File: src/rtl/fifo_flags_pkg.sv
// Shared sizing helpers and defaults for the fifo_flags FIFO and its pointer sub-module.
package fifo_flags_pkg;

  localparam int DEFAULT_WIDTH = 8;
  localparam int DEFAULT_NUM   = 256;

  // Bits needed to hold an occupancy of 0..num inclusive.
  function automatic int cnt_bits(input int num);
    return $clog2(num + 1);
  endfunction

  // Bits needed to address num entries; at least one bit.
  function automatic int ptr_bits(input int num);
    return (num < 2) ? 1 : $clog2(num);
  endfunction

endpackage

File: src/rtl/fifo_ptr_wrap.sv
// Modulo-NUM pointer: advances on inc and wraps from NUM-1 to 0 for any depth.
module fifo_ptr_wrap
  import fifo_flags_pkg::*;
#(
  parameter int NUM = DEFAULT_NUM
) (
  input  logic                     clk,
  input  logic                     reset_n,
  input  logic                     inc,
  output logic [ptr_bits(NUM)-1:0] ptr
);

  localparam int            PW   = ptr_bits(NUM);
  localparam logic [PW-1:0] LAST = PW'(NUM - 1);

  // NOTE: sequential state uses non-blocking assignments so every flop samples pre-edge values.
  always_ff @(posedge clk or negedge reset_n) begin
    if (!reset_n) begin
      ptr <= '0;
    end else if (inc) begin
      ptr <= (ptr == LAST) ? '0 : ptr + PW'(1);
    end
  end

endmodule

File: src/rtl/fifo_flags.sv
// Synchronous show-ahead FIFO with occupancy count and full/almost flags, any depth 2..65535.
// Define FIFO_FLAGS_ERR_EN to enable the sticky overflow/underflow indicators.
module fifo_flags
  import fifo_flags_pkg::*;
#(
  parameter int WIDTH    = DEFAULT_WIDTH,
  parameter int NUM      = DEFAULT_NUM,
  parameter int AF_LEVEL = NUM - 4,
  parameter int AE_LEVEL = 4
) (
  input  logic                     clk,
  input  logic                     reset_n,
  input  logic [WIDTH-1:0]         write_data,
  input  logic                     write_strobe,
  input  logic                     read_strobe,
  output logic [WIDTH-1:0]         read_data,
  output logic                     data_available,
  output logic                     full,
  output logic                     almost_full,
  output logic                     almost_empty,
  output logic [cnt_bits(NUM)-1:0] count,
  output logic                     overflow,
  output logic                     underflow,
  input  logic                     err_clear
);

  localparam int CW = cnt_bits(NUM);
  localparam int PW = ptr_bits(NUM);

  logic [WIDTH-1:0] mem [NUM];
  logic [PW-1:0]    write_ptr;
  logic [PW-1:0]    read_ptr;
  logic             empty;
  logic             wr_acc;
  logic             rd_acc;

  assign empty  = (count == '0);
  assign rd_acc = read_strobe & ~empty;
  // A write into a full FIFO is fine when a read frees the slot in the same cycle.
  assign wr_acc = write_strobe & (~full | rd_acc);

  fifo_ptr_wrap #(.NUM(NUM)) u_write_ptr (
    .clk     (clk),
    .reset_n (reset_n),
    .inc     (wr_acc),
    .ptr     (write_ptr)
  );

  fifo_ptr_wrap #(.NUM(NUM)) u_read_ptr (
    .clk     (clk),
    .reset_n (reset_n),
    .inc     (rd_acc),
    .ptr     (read_ptr)
  );

  // NOTE: storage has no reset; contents are meaningless until written and count gates their use.
  always_ff @(posedge clk) begin
    if (wr_acc) begin
      mem[write_ptr] <= write_data;
    end
  end

  assign read_data = mem[read_ptr];

  always_ff @(posedge clk or negedge reset_n) begin
    if (!reset_n) begin
      count <= '0;
    end else begin
      case ({wr_acc, rd_acc})
        2'b10:   count <= count + CW'(1);
        2'b01:   count <= count - CW'(1);
        default: count <= count;
      endcase
    end
  end

  assign data_available = ~empty;
  assign full           = (count == CW'(NUM));
  assign almost_full    = (count >= CW'(AF_LEVEL));
  assign almost_empty   = (count <= CW'(AE_LEVEL));

`ifdef FIFO_FLAGS_ERR_EN
  always_ff @(posedge clk or negedge reset_n) begin
    if (!reset_n) begin
      overflow  <= 1'b0;
      underflow <= 1'b0;
    end else if (err_clear) begin
      overflow  <= 1'b0;
      underflow <= 1'b0;
    end else begin
      if (write_strobe & ~wr_acc) overflow  <= 1'b1;
      if (read_strobe & ~rd_acc)  underflow <= 1'b1;
    end
  end
`else
  logic unused_err_clear;
  assign unused_err_clear = err_clear;
  assign overflow         = 1'b0;
  assign underflow        = 1'b0;
`endif

endmodule

File: config.mk
export PLATFORM = sky130hd
export DESIGN_NAME = fifo_flags
export DESIGN_NICKNAME = d
export VERILOG_FILES = /design/src/rtl/fifo_flags_pkg.sv /design/src/rtl/fifo_ptr_wrap.sv /design/src/rtl/fifo_flags.sv
export SDC_FILE = /design/constraint.sdc
export NUM_CORES = 2
export LEC_CHECK = 0
export CORE_MARGIN = 8
export CORE_UTILIZATION = 45
export DETAILED_ROUTE_END_ITERATION = 12
export GPL_TIMING_DRIVEN = 0
export PLACE_DENSITY = 0.62
export SYNTH_ARGS = -nofsm -noshare
export SYNTH_HDL_FRONTEND = slang
export SYNTH_SLANG_ARGS = --single-unit
File: constraint.sdc
create_clock -name clk -period 4.6 [get_ports clk]
set_input_delay 0.46 -clock clk [delete_from_list [all_inputs] [get_ports clk]]
set_output_delay 0.46 -clock clk [all_outputs]
set_load 0.05 [all_outputs]
==> flow_metrics.env <==
export IMPL_synth_flop_cell="edfxtp_1"
export IMPL_vias_per_cell=6.99
export IMPL_p_clk_frac=0.290
export IMPL_synth_area_mux_share=0.145
export IMPL_die_width_um=440
export IMPL_overflow=0
export IMPL_hold_ws_ns=0.0436
export IMPL_outcome="finished, violations left"
export IMPL_crit_reg2reg_launch="count[7]"
export IMPL_async_flop_share=0.0121
export IMPL_crit_family="buffers and inverters"
export IMPL_drive_above_1_share=0.293
export IMPL_synth_cell_types=72
export IMPL_ant_nets=0
export IMPL_synth_warnings=0
export IMPL_mostFrequentLayoutCells="edfxtp_1, mux4_2, nor2_1"
export IMPL_top_layer_used="met5"
export IMPL_io_buffer_count=32
export IMPL_worst_setup_path_start_kind="register"
export IMPL_hpwl_um=196000
export IMPL_path_cells="clkbuf_2 > clkbuf_4 > buf_2 > a211oi_1 > a221oi_4 > nor3_4 > o211ai_1 > buf_4"
export IMPL_p_per_area_mw_per_mm2=608
export IMPL_dieArea_mm2=0.193
export IMPL_totalWireLength_um=319000
export IMPL_netlist_area_mm2=0.0808
export IMPL_gp_congestion=1.04
export IMPL_crit_path_max_incr_delay_ns=0.65
export IMPL_grt_pass1_wl_um=412000
export IMPL_cp_required_ns=4.14
export IMPL_final_common_cell="edfxtp_1"
export IMPL_drc=0
export IMPL_cts_clk_slew_worst_paths_ns=0.06
export IMPL_fin_crit_ns=4.98
export IMPL_hold_violations=0
export IMPL_synth_compound_area_share=0.0379
export IMPL_htree_num_levels=4
export IMPL_drt_wirelength_per_cell_um=46.5
export IMPL_pwr_share_seq=0.362
export IMPL_synth_fa_ha_area_frac=0.00211
export IMPL_clock_path_buffers=3
export IMPL_regToRegSetupSlack_ns=-0.28
export IMPL_clock_fmax_mhz=201
export IMPL_nNetsFinal=4324
export IMPL_rsz0062_at_grt="yes"
export IMPL_p_switching_mw=21.8
export IMPL_crit_buf_inv=4
export IMPL_clk_latency_ns=0.87
export IMPL_dp_cells=6296
export IMPL_pre_cts_ws_ns=-2.27
export IMPL_cp_max_fo=10
export IMPL_synth_edf_count=2048
export IMPL_initial_core_util=0.453
export IMPL_clkSinkCount=2073
export IMPL_area_growth_pct=18.6
export IMPL_finalMaxSlewViolations=22
export IMPL_worst_pin_slew_ns=1.58
export IMPL_cts_buffers=201
export IMPL_violations="capacitance limit, slew limit, setup timing"
export IMPL_first_pass_iters=8
export IMPL_relSlewSlack=-0.0532
export IMPL_seq_area_frac_synth=0.769
export IMPL_grt_usage=0.323
export IMPL_synth_top_family_by_area="multiplexers"
export IMPL_wl_met1_um=109000
export IMPL_p_leak_nw=30.0
export IMPL_grt_max_degree=156
export IMPL_wl_met3_um=51300
export IMPL_setup_viol=317
export IMPL_r2r_end="mem[184][2]"
export IMPL_fin_cells=6854
export IMPL_intPower_mw=36.5
export IMPL_pin_count=36
export IMPL_grt_pass1_vias=44159
export IMPL_cts_tree="yes"
export IMPL_synth_xor_area_frac=0.00152
export IMPL_fin_worst_skew_ns=0.0546
export IMPL_rows=155
export IMPL_syn_inst=3890
export IMPL_drtIter0Drc=9912
export IMPL_layout_setup_ws_ns=-0.380
export IMPL_endpoint_kind="primary output"
export IMPL_drv_cap=2
export IMPL_min_path_type="in -> reg"
export IMPL_antenna_found_initial=31
export IMPL_min_to="mem[193][0]"
export IMPL_ff2ff_path_depth=8
export IMPL_dpl_cell_area_mm2=0.0846
export IMPL_cp_arrival_ns=4.52
export IMPL_pwr_share_comb=0.348
export IMPL_post_route_period_util=1.08
export IMPL_synthSimpleGateAreaFrac=0.0267
export IMPL_cp_slowest_cell="o211ai_1"
export IMPL_tns_ns=-32.10
export IMPL_hold_depth=1
export IMPL_num_vias=47923
export IMPL_fp_dieH_um=440
export IMPL_yosys_register_bits=2073
export IMPL_met2_length_um=133000
export IMPL_core_area_mm2=0.178
export IMPL_switching_share=0.374
export IMPL_cts_root_buf="clkbuf_16"
export IMPL_ir_drop_v=0.000415
export IMPL_final_cell_area_mm2=0.0958
export IMPL_syn_avg_cell_area_um2=20.8
export IMPL_path_class="reg -> out"
export IMPL_min_delay_start="write_data[0]"
## worst max path at each step
stage / to / from / depth (start not counted)
finish: read_data[0] / u_read_ptr.ptr[4] / 8
global route: read_data[5] / u_read_ptr.ptr[0] / 11
CTS: read_data[6] / u_read_ptr.ptr[1] / 11
detailed placement: read_data[6] / u_read_ptr.ptr[3] / 9
global placement: mem[198][5] / write_data[5] / 1
floorplan: count[8] / count[7] / 12
## final cells by class
| cell class | instances | area, um2 |
|---|---|---|
| fillers | 13642 | 82600 |
| repair buffers | 207 | 2430 |
| plain buffers | 234 | 3110 |
| inverters | 9 | 38.8 |
| multi-input cells | 1572 | 18500 |
| clock buffers | 249 | 5250 |
| clock inverters | 124 | 1360 |
| well taps | 2355 | 2950 |
| diodes | 31 | 77.6 |
| flip-flops and latches | 2073 | 62100 |
## per-stage QoR
step / total power [mW] / util
6_report: 58.3 / 0.537
2_1_floorplan: 28.4 / -
3_3_place_gp: 37.6 / 0.471
3_5_place_dp: 37.6 / 0.474
5_1_grt: 58.1 / 0.537
4_1_cts: 56.6 / 0.534
## power groups by stage
stage | combinational, mW | sequential, mW | clock (mW)
after floorplan | 6.75 | 21.6 | 0
after global placement | 15.9 | 21.7 | 0
after detailed placement | 16.1 | 21.5 | 0
after CTS | 18.7 | 21.1 | 16.7
after global routing | 19.5 | 21.1 | 17.5
final | 20.3 | 21.1 | 16.9
## timing repair
action,CTS,global route
setup buffers,124,31
cloned,1,0
endpoints found under the setup margin,8,36
hold buffers,1,0
endpoints found under the hold margin,25,0
pin swaps,46,31
resized for setup,671,68
## cells in the mapped netlist, drive strengths merged, types with 4 or more instances
cell type | count | area share
clkbuf | 103 | 0.0048
o21ai | 42 | 0.0026
nor3 | 24 | 0.0015
and3 | 4 | 0.00031
buf | 134 | 0.013
o21bai | 4 | 0.00037
mux2 | 13 | 0.0018
a2111oi | 9 | 0.0011
nand4 | 4 | 0.00031
edfxtp | 2048 | 0.76
a41oi | 4 | 0.00043
nand3 | 15 | 0.00093
nor2 | 289 | 0.013
a31oi | 7 | 0.00054
o311ai | 4 | 0.00053
xor2 | 5 | 0.00054
o32ai | 4 | 0.00043
inv | 7 | 0.00033
dfrtp | 25 | 0.0077
a21oi | 82 | 0.0051
ha | 12 | 0.0019
a211oi | 28 | 0.0026
a22o | 28 | 0.0030
a221oi | 41 | 0.0046
o22ai | 33 | 0.0026
o221ai | 18 | 0.0020
o31ai | 7 | 0.00065
a22oi | 90 | 0.0084
and2 | 5 | 0.00039
mux2i | 135 | 0.017
nor4 | 13 | 0.0011
nand2 | 114 | 0.0053
a21o | 7 | 0.00065
mux4 | 454 | 0.13
nor2b | 25 | 0.0019
xnor2 | 9 | 0.00098
nand2b | 9 | 0.00070
## routing by layer
metal  vias to the layer above  global-route usage
met4                        18               0.216
met3                       988               0.145
met5                         -                   0
met2                      4671               0.448
met1                     25120               0.409
li1                      17126                   -
## registers in the layout (all words and copies together), names as in the netlist
| name | cells |
|---|---|
| mem | 2048 |
| count | 9 |
| u_read_ptr.ptr | 8 |
| u_write_ptr.ptr | 8 |
## cell families after synthesis
logic type	Yosys count
flops	2073
mux	602
simple gates	511
compound gates	430
buf+inv	246
xor+xnor	14
fa+ha+maj	13
other cells	1
Note: power is estimated with default switching activity, not from simulation.
